<file path="src/rtl/sar_converter_pkg.sv">
// Shared definitions for the SAR converter and its consumers.
// The generator and the bench take the result width from here.
package sar_converter_pkg;

  localparam int unsigned SarWidth = 8;

  typedef enum logic [1:0] {
    StIdle = 2'd0,
    StAck  = 2'd1,
    StConv = 2'd2
  } star_e;

endpackage

</file>
<file path="src/rtl/sar_converter_if.sv">
// Conversion handshake plus the DAC/comparator pair of the SAR converter.
// The converter uses the slave modport. The consumer side uses the master modport.
interface sar_converter_if #(
  parameter int unsigned WIDTH = 8
);

  logic             soc;
  logic             eoc;
  logic [WIDTH-1:0] numero;
  logic [WIDTH-1:0] dac_out;
  logic             cmp;

  modport master (
    output soc,
    output cmp,
    input  eoc,
    input  numero,
    input  dac_out
  );

  modport slave (
    input  soc,
    input  cmp,
    output eoc,
    output numero,
    output dac_out
  );

endinterface

</file>
<file path="src/rtl/sar_converter.sv">
// Successive-approximation converter controller: soc/eoc handshake, one comparator
// decision per clock, MSB first, result presented on numero when eoc rises.
module sar_converter
  import sar_converter_pkg::*;
#(
  parameter int unsigned WIDTH = SarWidth
) (
  input logic            clock,
  input logic            reset_,
  sar_converter_if.slave bus
);

  localparam logic [WIDTH-1:0] Msb  = {1'b1, {(WIDTH-1){1'b0}}};
  localparam logic [WIDTH-1:0] Lsb  = {{(WIDTH-1){1'b0}}, 1'b1};
  localparam logic [WIDTH-1:0] Zero = '0;

  star_e            star_q, star_d;
  logic [WIDTH-1:0] mask_q, mask_d;
  logic [WIDTH-1:0] dac_q, dac_d;
  logic [WIDTH-1:0] numero_q, numero_d;
  logic             eoc_q, eoc_d;
  logic [WIDTH-1:0] trial;

  always_ff @(posedge clock) begin
    if (!reset_) begin
      star_q   <= StIdle;
      mask_q   <= Zero;
      dac_q    <= Zero;
      numero_q <= Zero;
      eoc_q    <= 1'b1;
    end else begin
      star_q   <= star_d;
      mask_q   <= mask_d;
      dac_q    <= dac_d;
      numero_q <= numero_d;
      eoc_q    <= eoc_d;
    end
  end

  // cmp reflects the code applied during the cycle now ending; drop the trial bit if too high.
  always_comb begin
    trial = bus.cmp ? dac_q : (dac_q & ~mask_q);
  end

  always_comb begin
    star_d   = star_q;
    mask_d   = mask_q;
    dac_d    = dac_q;
    numero_d = numero_q;
    eoc_d    = eoc_q;

    unique case (star_q)
      StIdle: begin
        if (bus.soc) begin
          eoc_d  = 1'b0;
          star_d = StAck;
        end
      end
      StAck: begin
        if (!bus.soc) begin
          dac_d  = Msb;
          mask_d = Msb;
          star_d = StConv;
        end
      end
      StConv: begin
        if (mask_q == Lsb) begin
          numero_d = trial;
          dac_d    = trial;
          mask_d   = Zero;
          eoc_d    = 1'b1;
          star_d   = StIdle;
        end else begin
          dac_d  = trial | (mask_q >> 1);
          mask_d = mask_q >> 1;
        end
      end
      default: begin
        star_d = StIdle;
        mask_d = Zero;
        eoc_d  = 1'b1;
      end
    endcase
  end

  assign bus.eoc     = eoc_q;
  assign bus.numero  = numero_q;
  assign bus.dac_out = dac_q;

endmodule

</file>
<file path="src/flat_wrapper.sv">
// flat-port wrapper written by rule: the top's interface ports become plain ports
module sar_converter_flat import sar_converter_pkg::*;
#(
  parameter int unsigned WIDTH = SarWidth
)
  (clock, reset_, bus_soc, bus_cmp, bus_eoc, bus_numero, bus_dac_out);
  sar_converter_if #(.WIDTH(WIDTH)) bus_i ();
  input logic clock;
  input logic reset_;
  input wire logic [$bits(bus_i.soc)-1:0] bus_soc;
  input wire logic [$bits(bus_i.cmp)-1:0] bus_cmp;
  output wire logic [$bits(bus_i.eoc)-1:0] bus_eoc;
  output wire logic [$bits(bus_i.numero)-1:0] bus_numero;
  output wire logic [$bits(bus_i.dac_out)-1:0] bus_dac_out;
  assign bus_i.soc = bus_soc;
  assign bus_i.cmp = bus_cmp;
  assign bus_eoc = bus_i.eoc;
  assign bus_numero = bus_i.numero;
  assign bus_dac_out = bus_i.dac_out;
  sar_converter #(.WIDTH(WIDTH)) u_core (.clock(clock), .reset_(reset_), .bus(bus_i));
endmodule
</file>
<file path="config.mk">
export PLATFORM = sky130hd
export DESIGN_NAME = sar_converter_flat
export DESIGN_NICKNAME = d
export VERILOG_FILES = /design/src/rtl/sar_converter_pkg.sv /design/src/rtl/sar_converter_if.sv /design/src/rtl/sar_converter.sv /design/src/flat_wrapper.sv
export SDC_FILE = /design/constraint.sdc
export NUM_CORES = 1
export LEC_CHECK = 0
export ABC_AREA = 1
export CORE_MARGIN = 8
export CORE_UTILIZATION = 44
export CTS_BUF_LIST = sky130_fd_sc_hd__clkbuf_2 sky130_fd_sc_hd__clkbuf_4 sky130_fd_sc_hd__clkbuf_8
export DETAILED_ROUTE_END_ITERATION = 16
export DONT_BUFFER_PORTS = 1
export SLEW_MARGIN = 20
export SYNTH_ARGS = -nofsm -noshare
export SYNTH_HDL_FRONTEND = slang
export SYNTH_SLANG_ARGS = --single-unit
</file>
<file path="constraint.sdc">
create_clock -name clock -period 2.1 [get_ports clock]
set_input_delay 0.525 -clock clock [delete_from_list [all_inputs] [get_ports clock]]
set_output_delay 0.525 -clock clock [all_outputs]
set_load 0.02 [all_outputs]
</file>
* After elaboration in Yosys (flattened, before gate mapping)
Cells that the tools add are included.
Widths: inputs -> output; s select.
** Word-level totals
- Latch bits :: 0
- Memories :: 0
- Bits in registers :: 27
- Input port bits :: 4
- Word-level logic and storage cells :: 36
- Memory bits (read-only) :: 0
- RAM bits :: 0
- Output and inout port bits :: 17
** Operators by class
- Multipliers :: 0
- Bitwise logic cells :: 5
- Reductions and logical operators :: 7
- Add/sub/neg operators :: 0
- Magnitude comparators :: 0
- Equal/unequal tests :: 6
- Shift-type cells :: 0
- Multiplexer cells :: 13
- Div/mod/pow operators :: 0
** Operator list (number)
- $mux 8 :: 3
- $pmux 8 s3 :: 1
- $pmux 8 s2 :: 1
- $and 8x8->8 :: 1
- $eq 8x1->1 const B :: 1
- $not 8->8 :: 1
- $or 8x7->8 :: 1
- $mux 7 :: 1
- $mux 2 :: 3
- $pmux 2 s3 :: 1
- $reduce_and 2->1 :: 3
- $reduce_and 3->1 :: 2
- $ne 2x2->1 const B :: 2
- $pmux 1 s3 :: 1
- $eq 2x1->1 const B :: 1
- $eq 2x2->1 const B :: 1
- $logic_not 2->1 :: 1
- $mux 1 :: 2
- $ne 2x1->1 const B :: 1
- $not 1->1 :: 2
- $reduce_bool 2->1 :: 1

* Depth between registers and ports, before layout
Gate-level depths: netlist of the first run.
- Depth after elaboration :: 6
- Mapped depth :: 9
- Depth with buffers taken out :: 9

* Worst setup path before layout of the first run
OpenSTA, ideal clock, no wires.
- Path type :: register to register
- From :: register u_core.star_q[0]
- To :: register u_core.numero_q[7], in the netlist u_core.bus.numero[7]
- Required time :: 1987 ps
- Data arrival time :: 1167 ps
- Library setup time :: 113 ps
- Setup slack :: 820 ps
- Path buffers :: 1
- Period minus slack after synthesis :: 1280 ps
- Cell stages (with the launch flop) :: 9
- Path through :: dfxtp_1 -> inv_1 -> ha_1 -> inv_1 -> nor2_4 -> buf_6 -> nand2_1 -> nand2_1 -> nor2_1
** Between the ends
- Cells in the longest elaborated chain, start to end :: 2
** RTL lines
- from (decl) :: line sar_converter.sv:17 : star_e star_q, star_d;
- from (signal assigned) :: line sar_converter.sv:26 : star_q <= StIdle;
- from (signal assigned) :: line sar_converter.sv:32 : star_q <= star_d;
- $eq 2x2->1 :: line sar_converter.sv:52 : unique case (star_q)
- $reduce_and 2->1 (no source line)
- to (signal assigned) :: line sar_converter.sv:29 : numero_q <= Zero;
- to (signal assigned) :: line sar_converter.sv:35 : numero_q <= numero_d;
- to (decl) :: line sar_converter.sv:20 : logic [WIDTH-1:0] numero_q, numero_d;
No other way between the ends.
A chain may end at the register's enable or synchronous reset.

* Worst setup path after layout of the first run
- From :: register u_core.star_q[0]
- To :: register u_core.numero_q[1], in the netlist u_core.bus.numero[1]
Same word-level chain as after synthesis.

==> metrics.md, run 1 <==
| Metric | Value |
|---|---|
| Clock transition at path regs | `0.14 ns` |
| I/O pin count | `21` |
| Detailed placement HPWL | `1920 um` |
| EDFF count, synth | `0` |
| Antenna violations before repair | `0` |
| Clock period minus final worst setup slack | `roughly 1.5 ns` |
| Starting Density | `44.7%` |
| Vias/cell | `5.24` |
| Tightest Hold Check Type | `in2reg` |
| Fmax | `652 MHz` |
| PD cells | `1430 nW/um^2` |
| Residual DRC count | `0` |
| Antenna Nets Post-Route | `0` |
| Most common cell after layout, fill and taps aside | `nand2_1` |
| Total design power | `1.76 mW` |
| Gpl congestion | `0.797` |
| DRT iter0 DRCs | `51` |
| VDD IR max | `approximately 0.85 mV` |
| Hold Buf Count CTS | `0` |
| Crit. End Element | `flop` |
| Crit-path max FO | `16` |
| Synthesized area | `1190 um^2` |
| Antenna diode count | `0` |
| Critical Path AT | `1.81 ns` |
| H-tree Lvls | `1` |
| Clock Skew | `around 0.0016 ns` |
| Setup TNS | `0 ns` |
| TritonCTS clock tree | `yes` |
| IO buf count | `0` |
| Status | `finished, final reports clean` |
| Die area | `4630 um^2` |
| CP Data Required Time | `2.38 ns` |
| Post-CTS Resized | `0` |
| First-pass GRT wire length | `4370 um` |
| CP Launch Type | `flop` |
| Most frequent cells in the layout | `nand2_1, dfxtp_1, a21oi_1, o21ai_0, inv_1` |
| Synth Register Bits | `27` |
| Grt total ovfl | `0` |
| CTS max path bufs | `2` |
| Clock sink total | `27` |
| GRT Total Usage | `between 10 and 15%` |
| Rows | `19` |
| Dpl cells | `around 180` |
| Die outline width | `68.0 um` |
| Mapped Avg Cell Area | `7.68 um^2` |
| Crit path kind | `reg2reg` |
| Syn_nets | `163` |
| Actual slew at the worst max-slew pin | `0.502 ns` |
| Yosys warning total | `0` |
| Final setup violation count | `0` |
| Final std cells w/o fill | `186` |
| Netlist cell types | `21` |
| Slew margin rel. | `66.5%` |
| Fin crit share | `73.1%` |
| DR vias | `975` |
| Die Y | `68.0 um` |
| Max-slew violation count | `0` |
| Sequential-to-total area share from yosys stat | `45.4%` |
| MaxCap Viol Count | `0` |
| FFs w/ async S/R, synth | `0%` |
| Final hold violations | `0` |
| RSZ-0062 raised after global routing | `false` |
| Post-Route WL | `~2600 um` |
| Routed length per placed instance | `around 14 um` |
| Layout area overhead | `2.94%` |
| Synth Flop Type | `dfxtp_1` |
| Leak | `0.520 nW` |
| Vias in the first global route | `just over 900` |
| TritonCTS Buffers | `3` |
| DR pass1 iterations | `4` |
| Post-CTS Setup Bufs | `0` |
| Share of post-route cells with drive strength above 1 | `between 10% and 20%` |
| Root buf cell | `clkbuf_4` |
| Core box area | `2660 um^2` |
| Synth Instances | `155` |
| Largest net degree at the start of global routing | `17` |
| Clk Latency, worst-skew pair | `0.33 ns` |
| Nets | `164` |
==> worst max-delay path: stages, from the launching register on <==
cell     delay (ns)
dfxtp_1        0.35
inv_1          0.12
ha_1           0.31
inv_1          0.14
nor2_4         0.30
o21ai_0        0.14
a21oi_1        0.12
==> cell usage after synthesis (2+ instances only) <==
cell type	number	area [um^2]
dfxtp_1	27	541
a211oi_1	5	37.5
nor2_1	8	30.0
ha_1	4	50.1
a21oi_1	24	120
nand3_1	3	15.0
o21ai_0	16	80.1
nand4_1	2	12.5
nand2_1	35	131
buf_6	2	22.5
nand2_2	3	18.8
inv_2	6	22.5
inv_1	12	45.0
==> where the power goes <==
group | switching, mW | internal (mW) | total, mW
combinational | 0.500 | 0.242 | 0.742
sequential | 0.137 | 0.649 | 0.786
clock | 0.157 | 0.0731 | 0.230
==> sequential cells by signal (all words and copies together), names as in the netlist <==
signal,count
u_core.mask_q,8
u_core.bus.dac_out,8
u_core.bus.numero,8
u_core.bus.eoc,1
u_core.star_q,2
==> final timing paths <==
| kind | startpoint | end | slack (ns) | cells past startpoint |
|---|---|---|---|---|
| setup reg to reg | u_core.star_q[0]$_SDFFE_PN0P_ | u_core.bus.numero[1]$_SDFFE_PN0P_ | 0.57 | 6 |
| setup / recovery | u_core.star_q[0]$_SDFFE_PN0P_ | u_core.bus.numero[1]$_SDFFE_PN0P_ | 0.57 | 6 |
| hold reg to reg | u_core.mask_q[0]$_SDFFE_PN0P_ | u_core.mask_q[0]$_SDFFE_PN0P_ | 0.49 | 2 |
| hold / removal | reset_ | u_core.bus.eoc$_SDFFE_PN1P_ | 0.27 | 1 |
==> layer usage <==
layer / wire length [um] / part of all wire, % / global-route usage [%] / vias up
met5: 0 / 0 / 0 / -
met3: 198 / 7.5 / 5.56 / 4
met2: 1200 / 46 / 20.0 / 25
met1: 1190 / 45 / 14.0 / 434
met4: 37 / 1.4 / 4.60 / 0
li1: - / - / - / 512
==> stage by stage <==
stage | setup slack [ns] | utilization (%) | hold slack, ns | instance area [um^2]
floorplan | 0.820 | - | 0.446 | 1190
global placement | 0.623 | 44.9 | 0.472 | 1200
detailed placement | 0.591 | 44.9 | 0.475 | 1200
CTS | 0.552 | 46.1 | 0.255 | 1230
global route | 0.357 | 46.1 | 0.245 | 1230
finish | 0.566 | 46.1 | 0.268 | 1230
==> final cells by class <==
class / instances / area (um^2)
Tap cell: 31 / 38.8
Inverter: 18 / 67.6
Fill cell: 291 / 1440
Clock inverter: 1 / 7.51
Sequential cell: 27 / 541
Clock buffer: 3 / 22.5
Multi-Input combinational cell: 106 / 549
==> logic make-up (layout without fill, tap and decap cells) <==
kind of cell / after synthesis / after routing / synth area share [%]
compound gates: 48 / 48 / 22.5
fa+ha+maj: 4 / 4 / 4.20
buf+inv: 22 / 22 / 8.51
flops: 27 / 27 / 45.4
simple gates: 54 / 54 / 19.4
Power figures use the tool's default switching activity.
==> run 2, diff against run 1 <==
==> constraint.sdc (replaced) <==
create_clock -name clock -period 1.6 [get_ports clock]
set_input_delay 0.4 -clock clock [delete_from_list [all_inputs] [get_ports clock]]
set_output_delay 0.4 -clock clock [all_outputs]
set_load 0.02 [all_outputs]
==> run 2 against run 1 <==
  * Clock skew rose by 0.0032 ns
  * Largest power group is now combinational logic
  * Setup slack lost 0.40 ns
  * Register-to-register slack lost 0.40 ns
  * Non-clock buffer count increased by 4
  * Hold slack worse by 0.12 ns
  * Global-route usage grew 0.53 points
  * Die area unchanged
  * Clock-buffer cell count did not move
==> metrics.md, run 2 (synthesized netlist as in run 1, its figures left out) <==
| Metric | Value |
|---|---|
| Status | `finished, final reports clean` |
| Crit-path cells | `inv_1 > ha_2 > inv_1 > nor2_4 > buf_12 > o21ai_0 > a21oi_1` |
| RSZ-0062 raised after global routing | `false` |
| FF+latch area | `541 um^2 (unchanged)` |
| DRT iter0 DRCs | `60 (+18%)` |
| Clk Latency, worst-skew pair | `0.33 ns (about the same)` |
| Post-Route WL | `2870 um (+9.2%)` |
| CTS max path bufs | `2 (unchanged)` |
| Reg-to-Reg End | `u_core.bus.numero[5]$_SDFFE_PN0P_` |
| DR pass1 iterations | `4 (unchanged)` |
| Clock sink total | `27 (unchanged)` |
| Most common cell after layout, fill and taps aside | `nand2_1` |
| Share of post-route cells with drive strength above 1 | `15.7% (+3.5 points)` |
| TritonCTS clock tree | `yes` |
| First-pass GRT wire length | `4530 um (+3.8%)` |
| Die Y | `68.0 um (unchanged)` |
| Tightest Hold Check Type | `in2reg` |
| Hold endpoint | `u_core.bus.eoc$_SDFFE_PN1P_` |
| Setup TNS | `0 ns (unchanged)` |
| CP Launch Type | `flop` |
| Clock Skew | `0.00483 ns (+0.00320 ns)` |
| Most frequent CP cell | `inv_1` |
| Slowest stage delay, CP | `0.36 ns (about the same)` |
| Most frequent cells in the layout | `nand2_1, dfxtp_1, a21oi_1, o21ai_0, inv_1` |
| Rows | `19 (unchanged)` |
| Clock transition at path regs | `0.15 ns (about the same)` |
| Gpl congestion | `0.811 (+1.7%)` |
| H-tree Lvls | `1 (unchanged)` |
| Root buf cell | `clkbuf_4` |
| Max-slew violation count | `0 (unchanged)` |
| Nets | `168 (+2.4%)` |
| Largest net degree at the start of global routing | `17 (unchanged)` |
| Detailed placement HPWL | `2050 um (+7.0%)` |
| FF-to-FF Start | `u_core.star_q[0]$_SDFFE_PN0P_` |
| Hold Buf Count CTS | `0 (unchanged)` |
| Crit. End Element | `flop` |
| Die area | `4630 um^2 (unchanged)` |
| Die outline width | `68.0 um (unchanged)` |
| Clock period minus final worst setup slack | `1.44 ns (-0.0983 ns)` |
| Actual slew at the worst max-slew pin | `0.284 ns (-0.218 ns)` |
| TritonCTS Buffers | `3 (unchanged)` |
| VDD IR max | `0.862 mV (+0.87%)` |
| Core box area | `2660 um^2 (unchanged)` |
| Vias in the first global route | `923 (+1.7%)` |
| Multi-input logic area | `562 um^2 (+2.3%)` |
| Final hold violations | `0 (unchanged)` |
| Vias/cell | `5.36 (+2.2%)` |
| Crit path kind | `reg2reg` |
| Routed length per placed instance | `15.1 um (+6.9%)` |
| Starting Density | `44.7% (unchanged)` |
| Final setup violation count | `0 (unchanged)` |
| Antenna diode count | `0 (unchanged)` |
| Worst Reg-to-Reg Cells | `7 (+1)` |
| FF-to-FF setup slack | `0.16 ns (-0.40 ns)` |
| Crit-path max FO | `12 (-4)` |
| Slew margin rel. | `80.8% (+14 points)` |
| Hold path cells | `1 (unchanged)` |
| Hold Slack | `0.143 ns (-0.125 ns)` |
| # fillers | `277 (-4.8%)` |
| GRT Total Usage | `12.9% (+0.53 points)` |
| Antenna Nets Post-Route | `0 (unchanged)` |
| Layout area overhead | `7.56%` |
| Residual DRC count | `0 (unchanged)` |
| MaxCap Viol Count | `0 (unchanged)` |
| Fmax | `696 MHz (+6.8%)` |
| Hold_sp | `reset_` |
| PD cells | `1880 nW/um^2 (+31%)` |
| Leak | `0.542 nW (+4.1%)` |
| Grt total ovfl | `0 (unchanged)` |
| Total design power | `2.40 mW (+37%)` |
| I/O pin count | `21 (unchanged)` |
| CP Data Required Time | `1.88 ns (-0.50 ns)` |
| DR vias | `1018 (+4.4%)` |
| Antenna violations before repair | `0 (unchanged)` |
| Fin crit share | `89.7% (+17 points)` |
| Critical Path AT | `1.72 ns (-0.09 ns)` |
| IO buf count | `0 (unchanged)` |
| CP max stage cell | `dfxtp_1` |
-- run 2: cell count changes in the layout (fill, tap and decap cells not counted), sizes merged --
cell,before,now
buf,0,4
-- run 2: worst max path at each step --
stage                                              from                            endpoint
after floorplan           u_core.star_q[0]$_SDFFE_PN0P_   u_core.bus.numero[7]$_SDFFE_PN0P_
after global placement    u_core.star_q[0]$_SDFFE_PN0P_  u_core.bus.dac_out[0]$_SDFFE_PN0P_
after detailed placement  u_core.star_q[0]$_SDFFE_PN0P_  u_core.bus.dac_out[1]$_SDFFE_PN0P_
after CTS                 u_core.star_q[0]$_SDFFE_PN0P_  u_core.bus.dac_out[1]$_SDFFE_PN0P_
after global routing      u_core.star_q[0]$_SDFFE_PN0P_   u_core.bus.numero[1]$_SDFFE_PN0P_
final                     u_core.star_q[0]$_SDFFE_PN0P_   u_core.bus.numero[5]$_SDFFE_PN0P_
-- run 2: area by class of cell --
class,count,area share (%)
inverter,18,5.27
timing repair buffer,4,3.32
clock inverter,1,0.586
clock buffer,3,1.76
tap,31,3.03
sequential,27,42.2
multi-input combinational,106,43.8
-- run 2: worst max-delay path, delay by kind of cell (launching register included) --
kind,cells,cell delay (ns)
AND/OR/NAND/NOR,1,0.16
buffers and inverters,3,0.39
adder cells (fa/ha/maj),1,0.27
AO/OA/AOI/OAI,2,0.20
flip-flops,1,0.36
-- run 2: metal layers --
layer	GRT usage [%]	part of all wire [%]	wire [um]	up-vias
li1	-	-	-	520
met1	15.3	45	1290	472
met2	20.9	48	1380	24
met3	5.07	6.2	178	2
met4	4.09	1.1	31	0
met5	0	0	0	-
-- run 2: power by group --
group | leakage (nW) | total, mW | switching [mW] | internal (mW)
registers | 0.220 | 1.04 | 0.189 | 0.851
logic | 0.308 | 1.05 | 0.692 | 0.362
clock network | 0.0139 | 0.311 | 0.215 | 0.0958
-- run 2: timing repair --
item | in CTS | in global routing
endpoints found under the setup margin | 0 | 16
resized for setup | 0 | 3
setup buffers | 0 | 2
-- run 2: through the flow --
step / setup slack, ns / utilization (%) / area (um^2) / instances
CTS: 0.0126 / 46.6 / 1240 / 188
global placement: 0.112 / 45.5 / 1210 / 184
global route: 0.0137 / 48.1 / 1280 / 190
finish: 0.164 / 48.1 / 1280 / 190
detailed placement: 0.0473 / 45.5 / 1210 / 184
floorplan: 0.320 / - / 1190 / 155
==> run 3, diff against run 2 <==
--- a/config.mk
+++ b/config.mk
@@ -6,11 +6,14 @@
 export NUM_CORES = 1
 export LEC_CHECK = 0
 export ABC_AREA = 1
+export CELL_PAD_IN_SITES_DETAIL_PLACEMENT = 1
+export CELL_PAD_IN_SITES_GLOBAL_PLACEMENT = 1
 export CORE_MARGIN = 8
 export CORE_UTILIZATION = 44
 export CTS_BUF_LIST = sky130_fd_sc_hd__clkbuf_2 sky130_fd_sc_hd__clkbuf_4 sky130_fd_sc_hd__clkbuf_8
 export DETAILED_ROUTE_END_ITERATION = 16
 export DONT_BUFFER_PORTS = 1
+export PLACE_DENSITY_LB_ADDON = 0.1
 export SLEW_MARGIN = 20
 export SYNTH_ARGS = -nofsm -noshare
 export SYNTH_HDL_FRONTEND = slang
==> run 3 against run 2 <==
  * Die area did not move
  * Clock-buffer cell count rose by 1
  * Critical path depth fell by 1
  * Register-to-register slack got worse by 0.02 ns
  * Critical endpoint is now u_core.bus.numero[1]$_SDFFE_PN0P_
  * Utilization rose by 0.24 points
==> metrics.md, run 3 (synthesized netlist as in run 1, its figures left out) <==
| Metric | Value |
|---|---|
| Status | `finished, final reports clean` |
| Die Y | `68.0 um (unchanged)` |
| TritonCTS Buffers | `3 (unchanged)` |
| CP Data Required Time | `1.87 ns (about the same)` |
| Clock power share | `13.0% (about the same)` |
| Post-Route WL | `3080 um (+7.3%)` |
| Internal | `1.34 mW (+2.0%)` |
| Critical Path AT | `1.72 ns (about the same)` |
| Most frequent CP cell | `inv_1` |
| Largest net degree at the start of global routing | `17 (unchanged)` |
| DR vias | `1021 (+0.29%)` |
| I/O pin count | `21 (unchanged)` |
| Starting Density | `44.7% (unchanged)` |
| Core box area | `2660 um^2 (unchanged)` |
| Hold Buf Count CTS | `0 (unchanged)` |
| Antenna violations before repair | `0 (unchanged)` |
| Clock Skew | `0.00202 ns (-0.00281 ns)` |
| Slowest stage delay, CP | `0.36 ns (about the same)` |
| CP max stage cell | `dfxtp_1` |
| Max-slew violation count | `0 (unchanged)` |
| Clk Latency, worst-skew pair | `0.32 ns (about the same)` |
| Seq pwr share | `42.1% (-1.2 points)` |
| Root buf cell | `clkbuf_4` |
| Die outline width | `68.0 um (unchanged)` |
| Fin crit share | `90.8% (+1.0 points)` |
| Residual DRC count | `0 (unchanged)` |
| Gpl congestion | `0.751 (-7.3%)` |
| Post-layout util | `48.4% (+0.24 points)` |
| Crit-path cells | `inv_1 > ha_2 > inv_1 > nor2_2 > o21ai_0 > a21oi_1` |
| First-pass GRT wire length | `5100 um (+12%)` |
| Sw Pwr | `1.12 mW (+2.2%)` |
| Antenna diode count | `0 (unchanged)` |
| Crit path kind | `reg2reg` |
| Layout area overhead | `8.09%` |
| TritonCTS clock tree | `yes` |
| VDD IR max | `1.16 mV (+34%)` |
| MaxCap Viol Count | `0 (unchanged)` |
| Vias in the first global route | `1039 (+13%)` |
| Nets | `170 (+1.2%)` |
| Most common cell after layout, fill and taps aside | `nand2_1` |
| Hold path cells | `1 (unchanged)` |
| PD cells | `1910 nW/um^2 (+1.6%)` |
| H-tree Lvls | `1 (unchanged)` |
| Final setup violation count | `0 (unchanged)` |
| CTS max path bufs | `2 (unchanged)` |
| Leak | `0.551 nW (+1.8%)` |
| GRT Total Usage | `14.3% (+1.4 points)` |
| Share of post-route cells with drive strength above 1 | `16.8% (+1.0 points)` |
| Crit-path max FO | `7 (-5)` |
| Grt total ovfl | `0 (unchanged)` |
| Die area | `4630 um^2 (unchanged)` |
| Clock period minus final worst setup slack | `1.45 ns (+0.0167 ns)` |
| Most frequent cells in the layout | `nand2_1, dfxtp_1, a21oi_1, o21ai_0, inv_1` |
| Worst Reg-to-Reg Cells | `6 (-1)` |
| Actual slew at the worst max-slew pin | `0.399 ns (+0.114 ns)` |
| CP Launch Type | `flop` |
| Clock transition at path regs | `0.15 ns (about the same)` |
| Crit. End Element | `flop` |
| DRT iter0 DRCs | `49 (-18%)` |
| Slew margin rel. | `73.1% (-7.7 points)` |
| Hold Slack | `0.144 ns (+0.000685 ns)` |
| Sw frac | `45.6% (+0.050 points)` |
| Hold_sp | `reset_` |
| Detailed placement HPWL | `2320 um (+13%)` |
| Antenna Nets Post-Route | `0 (unchanged)` |
| Fmax | `688 MHz (-1.1%)` |
| Final hold violations | `0 (unchanged)` |
| Vias/cell | `5.32 (-0.75%)` |
| Routed length per placed instance | `16.1 um (+6.2%)` |
| Rows | `19 (unchanged)` |
| FF-to-FF Start | `u_core.star_q[0]$_SDFFE_PN0P_` |
| Logic pwr share | `44.9% (+1.1 points)` |
| Clock sink total | `27 (unchanged)` |
| CP startpoint | `u_core.star_q[0]$_SDFFE_PN0P_` |
| IO buf count | `0 (unchanged)` |
| DR pass1 iterations | `4 (unchanged)` |
| Tightest Hold Check Type | `in2reg` |
run 3: cell types whose count changed in the layout (fill, tap and decap cells not counted), sizes merged:
| cell | delta |
|---|---|
| nor2 | +1 |
| buf | +1 |
| clkbuf | +1 |
| clkinvlp | -1 |
run 3: cell type report:
class                           instances  area (um^2)
Fill cell                             347         1380
Multi-Input combinational cell        107          573
Sequential cell                        27          541
Inverter                               18         67.6
Tap cell                               31         38.8
Timing Repair Buffer                    5         37.5
Clock buffer                            4         30.0
run 3: power by group through the flow:
| stage | clock network [mW] | registers (mW) | logic [mW] |
|---|---|---|---|
| final | 0.320 | 1.03 | 1.10 |
| after global routing | 0.358 | 1.06 | 1.26 |
| after CTS | 0.330 | 1.04 | 1.05 |
| after detailed placement | 0 | 1.05 | 1.05 |
| after global placement | 0 | 1.05 | 0.991 |
| after floorplan | 0 | 1.02 | 0.836 |
run 3: routing by layer:
layer / GRT usage, % / share of wire (%) / vias to the layer above
met4: 3.84 / 0.88 / 0
li1: - / - / 521
met3: 2.95 / 5.6 / 4
met5: 0 / 0 / -
met2: 23.4 / 48 / 21
met1: 18.6 / 46 / 475
run 3: worst paths after layout:
check | end | slack, ns
setup / recovery | u_core.bus.numero[1]$_SDFFE_PN0P_ | 0.15
hold / removal | u_core.bus.eoc$_SDFFE_PN1P_ | 0.14
setup reg to reg | u_core.bus.numero[1]$_SDFFE_PN0P_ | 0.15
hold reg to reg | u_core.mask_q[0]$_SDFFE_PN0P_ | 0.50
run 3: through the flow:
| stage | setup TNS [ns] | power, mW | instances | setup WS (ns) | cell area, um^2 |
|---|---|---|---|---|---|
| 6_report | 0 | 2.46 | 192 | 0.147 | 1290 |
| 3_3_place_gp | 0 | 2.04 | 184 | 0.134 | 1210 |
| 4_1_cts | 0 | 2.42 | 188 | 0.0108 | 1240 |
| 5_1_grt | -0.00191 | 2.67 | 192 | -0.00191 | 1290 |
| 2_1_floorplan | 0 | 1.85 | 155 | 0.320 | 1190 |
| 3_5_place_dp | 0 | 2.10 | 184 | 0.0420 | 1210 |
run 3: repair_timing:
action | in CTS | in global routing
hold endpoints to repair | 0 | 0
setup endpoints to repair | 0 | 21
resized for setup | 0 | 4
setup buffers | 0 | 3
run 3: critical path, delay by kind of cell (launching register included):
family / cells / cell delay, ns
flops: 1 / 0.36
buf+inv: 2 / 0.28
fa+ha+maj: 1 / 0.26
simple gates: 1 / 0.25
compound gates: 2 / 0.25
